<file path="config.mk">
export PLATFORM = sky130hd
export DESIGN_NAME = cv32e40p_hwloop_ctrl
export DESIGN_NICKNAME = d
export VERILOG_FILES = /design/src/rtl/cv32e40p_hwloop_ctrl.sv
export SDC_FILE = /design/constraint.sdc
export NUM_CORES = 1
export LEC_CHECK = 0
export ABC_AREA = 0
export BUFFER_PORTS_ARGS = -buffer_cell sky130_fd_sc_hd__buf_4
export CELL_PAD_IN_SITES_DETAIL_PLACEMENT = 0
export CELL_PAD_IN_SITES_GLOBAL_PLACEMENT = 2
export CORE_AREA = 4 4 100 196
export DETAILED_ROUTE_END_ITERATION = 10
export DIE_AREA = 0 0 104 200
export PLACE_DENSITY = 0.81
export SLEW_MARGIN = 20
export SYNTH_ARGS = -nofsm -noshare
export SYNTH_HDL_FRONTEND = slang
export SYNTH_SLANG_ARGS = --single-unit
</file>
<file path="constraint.sdc">
create_clock -name clk -period 2 [get_ports clk]
set_input_delay 0.2 -clock clk [delete_from_list [all_inputs] [get_ports clk]]
set_output_delay 0.2 -clock clk [all_outputs]
set_load 0.05 [all_outputs]
</file>
<file path="src/rtl/cv32e40p_hwloop_ctrl.sv">
// cv32e40p_hwloop_ctrl: loop-end hit detection, registered branch-back handshake and decrement strobe
module cv32e40p_hwloop_ctrl #(
  parameter int N_REGS     = 2,
  parameter int N_REG_BITS = (N_REGS > 1) ? $clog2(N_REGS) : 1
) (
  input  logic                 clk,
  input  logic                 rst_n,
  input  logic [31:0]          pc_i,
  input  logic                 pc_valid_i,
  input  logic                 flush_i,
  input  logic [N_REGS*32-1:0] hwlp_start_addr_i,
  input  logic [N_REGS*32-1:0] hwlp_end_addr_i,
  input  logic [N_REGS*32-1:0] hwlp_counter_i,
  input  logic                 jump_ready_i,
  output logic                 jump_valid_o,
  output logic [31:0]          jump_target_o,
  output logic [N_REGS-1:0]    hwlp_dec_cnt_o,
  output logic                 dec_valid_o,
  output logic [N_REGS-1:0]    hwlp_exit_o,
  output logic                 busy_o
);
  typedef enum logic {IDLE, JUMP_PEND} state_e;
  state_e              state_q, state_d;
  logic [31:0]         jump_target_q, jump_target_d;
  logic [N_REGS-1:0]   dec_cnt_q, dec_cnt_d;
  logic                dec_valid_q, dec_valid_d;
  logic [N_REGS-1:0]   exit_q, exit_d;
  logic                hit;
  logic [N_REG_BITS-1:0] hit_idx;
  logic [31:0]         hit_cnt, hit_start;
  // descending scan so the lowest matching index is the last one written
  always_comb begin
    hit = 1'b0;
    hit_idx = '0;
    hit_cnt = '0;
    hit_start = '0;
    for (int i = N_REGS - 1; i >= 0; i--) begin
      if (hwlp_end_addr_i[i*32+:32] == pc_i && hwlp_counter_i[i*32+:32] != 32'd0) begin
        hit = 1'b1;
        hit_idx = N_REG_BITS'(i);
        hit_cnt = hwlp_counter_i[i*32+:32];
        hit_start = hwlp_start_addr_i[i*32+:32];
      end
    end
  end
  // while a jump is pending, everything decoded is wrong-path and is ignored
  always_comb begin
    state_d = state_q;
    jump_target_d = jump_target_q;
    dec_cnt_d = '0;
    dec_valid_d = 1'b0;
    exit_d = '0;
    if (state_q == JUMP_PEND) begin
      state_d = (flush_i || jump_ready_i) ? IDLE : JUMP_PEND;
    end else if (pc_valid_i && !flush_i && hit) begin
      dec_cnt_d[hit_idx] = 1'b1;
      dec_valid_d = 1'b1;
      if (hit_cnt > 32'd1) begin
        state_d = JUMP_PEND;
        jump_target_d = hit_start;
      end else begin
        exit_d[hit_idx] = 1'b1;
      end
    end
  end
  always_ff @(posedge clk) begin
    if (!rst_n) begin
      state_q <= IDLE;
      jump_target_q <= '0;
      dec_cnt_q <= '0;
      dec_valid_q <= 1'b0;
      exit_q <= '0;
    end else begin
      state_q <= state_d;
      jump_target_q <= jump_target_d;
      dec_cnt_q <= dec_cnt_d;
      dec_valid_q <= dec_valid_d;
      exit_q <= exit_d;
    end
  end
  assign jump_valid_o   = (state_q == JUMP_PEND);
  assign busy_o         = jump_valid_o;
  assign jump_target_o  = jump_target_q;
  assign hwlp_dec_cnt_o = dec_cnt_q;
  assign dec_valid_o    = dec_valid_q;
  assign hwlp_exit_o    = exit_q;
endmodule

</file>
* Yosys cells after proc, flatten, opt, wreduce, memory -nomap -nowiden *
Cells that the tools add are included.

storage, ports and cells
  bits in registers = 38
  input port bits = 229
  output and inout bits = 39

cells by class
  magnitude comparators = 3
  equality and inequality tests = 2
  multiplexer cells = 14
  bitwise operators = 3
  reductions and logical operators = 13

operator list
  kind                                                             number
  2-to-1 mux 32 bit                                                4
  equality test 32 bit                                             2
  nonzero test 32 bit                                              2
  greater-than comparator 32 x 1 -> 1 bit (second input constant)  1
  2-to-1 mux 1 bit                                                 9
  logical AND 1 bit                                                5
  OR reduction 4 bit                                               1
  NOT 1 bit                                                        3
  AND reduction 3 bit                                              1
  OR reduction 3 bit                                               1
  less-than comparator 1 x 2 -> 1 bit (second input constant)      1
  OR reduction 2 bit                                               1
  demux 1 bit (select 1 bit)                                       1
  greater-or-equal comparator 1 bit (second input constant)        1
  logical NOT 1 bit                                                1
  logical OR 1 bit                                                 1

* Depth between registers and ports, before layout *
  depth after elaboration = 8
  depth in mapped cells = 9

* Worst setup path before layout *
OpenSTA, ideal clock, no wires.

  path type = input-to-reg
  start = input port pc_i[12]
  end = register jump_target_q[2] (netlist: jump_target_o[2])
  data arrival time = 1.881 ns
  data required time = 1.873 ns
  slack = -0.007 ns
  stages = 9
  buffers on the path = 2
  cells stage by stage = xor2_1 nor4_1 nand4_1 or3_1 clkbuf_1 buf_2 and3_1 o2111ai_1 o21ai_0

between the ends
  word-level cells in the longest chain between the ends = 6
  elaborated cells on any way between the ends = 13
  those cells by class = 1 x order compare; 2 x eq/ne; 6 x mux; 4 x reduce/logical

RTL lines
  item                                                                                 line    source
  from (decl)                                                                          8       input logic [31:0] pc_i,
  equality test 32 bit                                                                 38      if (hwlp_end_addr_i[i*32+:32] == pc_i && hwlp_counter_i[i*32+:32] != 32'd0) begin
  logical AND 1 bit                                                                    38
  2-to-1 mux 32 bit / 2-to-1 mux 1 bit (equally long branches) (2 in a row)            38
  greater-than comparator 32 x 1 -> 1 bit / logical AND 1 bit (equally long branches)  58, 55
  AND reduction 3 bit (no source line)                                                 -
  to (signal assigned)                                                                 75      jump_target_q <= jump_target_d;
  to (decl)                                                                            24      logic [31:0] jump_target_q, jump_target_d;

Several ways; a longest one is shown, not always the timed one.
A chain may end at the register's enable or synchronous reset.

* Worst setup path in the final report *
  start = input port hwlp_end_addr_i[45]
  end = register jump_target_q[29] (netlist: jump_target_o[29])

between the ends
  word-level cells in the longest chain between the ends = 6
  elaborated cells on any way between the ends = 11
  those cells by class = 1 x order compare; 1 x eq/ne; 6 x mux; 3 x reduce/logical

RTL lines
  item                                                                                 line    source
  from (decl)                                                                          12      input logic [N_REGS*32-1:0] hwlp_end_addr_i,
  equality test 32 bit *                                                               38
  logical AND 1 bit *                                                                  38
  2-to-1 mux 32 bit / 2-to-1 mux 1 bit (equally long branches) (2 in a row)            38
  greater-than comparator 32 x 1 -> 1 bit / logical AND 1 bit (equally long branches)  58, 55
  AND reduction 3 bit (no source line)                                                 -

Mark *: on every way between the ends. The rest lies on a longest branch, timed or not.

==> impl_metrics.tcl <==
set metrics [dict create \
    grt_start_max_net_pins 24 \
    relSlewSlack_pct 42.4 \
    cts_max_path_buffers 2 \
    finalSetupViolCount 32 \
    rows 70 \
    cpLargestDelayFamily "simple AND/OR/NAND/NOR gates" \
    wl_mm 15.3 \
    clk_pin_slew_ns 0.06 \
    worstPathMaxFanout 5 \
    cts_tree "built" \
    synth_cell_types 26 \
    multi_input_area_um2 1890 \
    core_um2 18200 \
    hpwl_mm 12.4 \
    min_path_type "in -> reg" \
    portBuffers 267 \
    status "finished, violations left" \
    drt-pass1-iter-count 4 \
    wl_per_cell_um 18.3 \
    p_leak_nw 2.41 \
    cts-buffers-inserted 5 \
    final_common_cell "buf_4" \
    hold_buffers 0 \
    drc 0 \
    yosys_warnings 0 \
    powerDensity_nw_per_um2 384 \
    die_w_um 104 \
    ant_nets 0 \
    grt_usage_pct 13.6 \
    holdWs_ns 0.187 \
    nFillCells 1995 \
    cts_num_sinks 38 \
    worstSetupPathType "in -> reg" \
    rsz0062_at_grt "yes" \
    final_cell_mix "buf_4, xor2_1, dfxtp_1, nand2_1, nor4_1" \
    avgSynthCellArea_um2 8.03 \
    grt_pass1_wl_mm 21.9 \
    crit_buf_inv 4 \
    critPathLaunchType "primary input" \
    overflow 0 \
    clock_skew_ns 0.00304 \
    fmax_ghz 0.481 \
    gp_congestion 0.865 \
    layout-drive-gt1-share_pct 55.1 \
    place_inst 821 \
    syn_area_um2 2660 \
    worstSkewPairLatency_ns 0.28 \
    worst_pin_slew_ns 0.862 \
    period_share_pct 104 \
    rr_startpoint "busy_o$_SDFF_PN0_" \
    violations "negative setup slack" \
    die-area_um2 20800 \
    maxSlewViolCount 0 \
    crit_slowest_cell "o32ai_4" \
    r2r_setup_slack_ns 0.48 \
    fin_cells 837 \
    antenna_cells 0 \
    regArea_um2 761 \
    drtIter0Drc 91 \
    synth_seq_cells 38 \
    setup_slack_ns -0.0806 \
    netlist_instances 331 \
    hold_start "hwlp_start_addr_i[22]" \
    root_buffer "clkbuf_16" \
    ios 268 \
    crit_path_start "hwlp_end_addr_i[45]" \
    setup-tns-final_ns -1.45 \
    seq_area_frac_synth_pct 28.6 \
    vias 3614 \
    cp_common_cell "buf_4" \
    hold_violations 0 \
    synth_nets 560 \
    ir_worst_vdd_mv 0.371 \
    h-tree-depth 2 \
    layout.nets 849 \
    required_ns 2.19 \
    initial_utilization_pct 14.6 \
    critPathMaxStageDelay_ns 0.32 \
    cp_cell_sequence "buf_4 > xor2_1 > nor4_2 > buf_4 > nand4_1 > or2_1 > o32ai_4 > buf_6 > buf_12 > a21oi_1 > a311oi_1" \
    area_delta_synth_final_pct 109 \
    grt_pass1_vias 4054 \
    cp.arrival_ns 2.27 \
    die_h_um 200 \
    grt_antenna_before_repair 0 \
    cp-end-kind "register" \
    maxCapViolations 0 \
    viasPerCell 4.32 \
    period_needed_ns 2.08 \
]
==> per-layer routing <==
layer	track usage [%]	vias up	part of all wire (%)
met5	0	-	0
met4	4.83	0	2.1
met3	2.64	16	5.9
met2	27.2	157	57
met1	14.0	1633	35
li1	-	1808	-
==> cells in the mapped netlist, drive strengths merged <==
cell / count / share of area (%)
o21ai: 10 / 1.9
or3: 1 / 0.24
nor4: 30 / 7.1
clkbuf: 15 / 2.1
nand4: 8 / 1.9
o32ai: 1 / 1.0
nand3: 22 / 4.1
nor3b: 2 / 0.56
inv: 2 / 0.28
a311oi: 22 / 7.2
or2: 2 / 0.47
nor2: 6 / 0.85
dfxtp: 38 / 29
a21oi: 22 / 4.1
buf: 10 / 2.4
xor2: 64 / 21
o2111ai: 10 / 3.3
and3: 10 / 2.4
nor3: 8 / 2.1
and2: 11 / 2.6
nand2: 34 / 4.8
o21a: 3 / 0.85
==> worst paths after layout <==
kind | endpoint | cells past startpoint
worst min register to register | jump_target_o[14]$_SDFFE_PN0P_ | 2
worst max register to register | jump_target_o[17]$_SDFFE_PN0P_ | 6
worst max-delay path | jump_target_o[29]$_SDFFE_PN0P_ | 11
worst min-delay path | jump_target_o[22]$_SDFFE_PN0P_ | 3
==> power breakdown <==
part / switching, W / internal [W]
sequential: 0.00000000000000601 / 0.000757
combinational: 0.000184 / 0.000359
clock: 0.000335 / 0.000496
==> kinds of logic (layout without fill, tap and decap cells) <==
group | after synthesis | after routing | share of synthesized area (%)
AO/OA/AOI/OAI | 68 | 68 | 18.4
XOR/XNOR | 64 | 64 | 21.1
buffers and inverters | 27 | 317 | 4.85
flip-flops | 38 | 38 | 28.6
AND/OR/NAND/NOR | 134 | 134 | 27.0
==> flip-flops by register name (all words and copies together), names as in the netlist <==
register and count:
dec_valid_o 1, hwlp_exit_o 2, busy_o 1, jump_target_o 32, hwlp_dec_cnt_o 2
==> through the flow <==
step | worst slack [ns] | cell area (um2) | util, % | power, W
finish | -0.0806 | 5550 | 30.5 | 0.00213
global route | -0.197 | 5550 | 30.5 | 0.00223
CTS | -0.0679 | 5390 | 29.6 | 0.00217
detailed placement | -0.596 | 5100 | 28.0 | 0.00131
global placement | -0.547 | 5100 | 28.0 | 0.00131
floorplan | 0.00191 | 2660 | - | 0.000885
==> area by class of cell <==
cell class	instances	share of cell area, %
clock inverters	1	0.0902
multi-input cells	266	34.1
inverters	2	0.135
well taps	216	4.87
repair buffers	307	44.5
flip-flops and latches	38	13.7
clock buffers	7	2.57
==> worst reg2reg max path, stage by stage, from the launching register on <==
cell       delay [ns]
dfxtp_1          0.32
nor3b_1          0.21
buf_4            0.15
o21a_2           0.18
and2_4           0.23
clkbuf_16        0.18
a311oi_1         0.08
==> what timing repair did <==
item / in CTS / in global routing
gates cloned: 2 / 3
pin swaps: 12 / 24
buffers inserted: 4 / 1
resized for setup: 16 / 28
endpoints found under the hold margin: 0 / 0
endpoints found under the setup margin: 33 / 34
No activity file was read; power rests on OpenSTA's default activity.
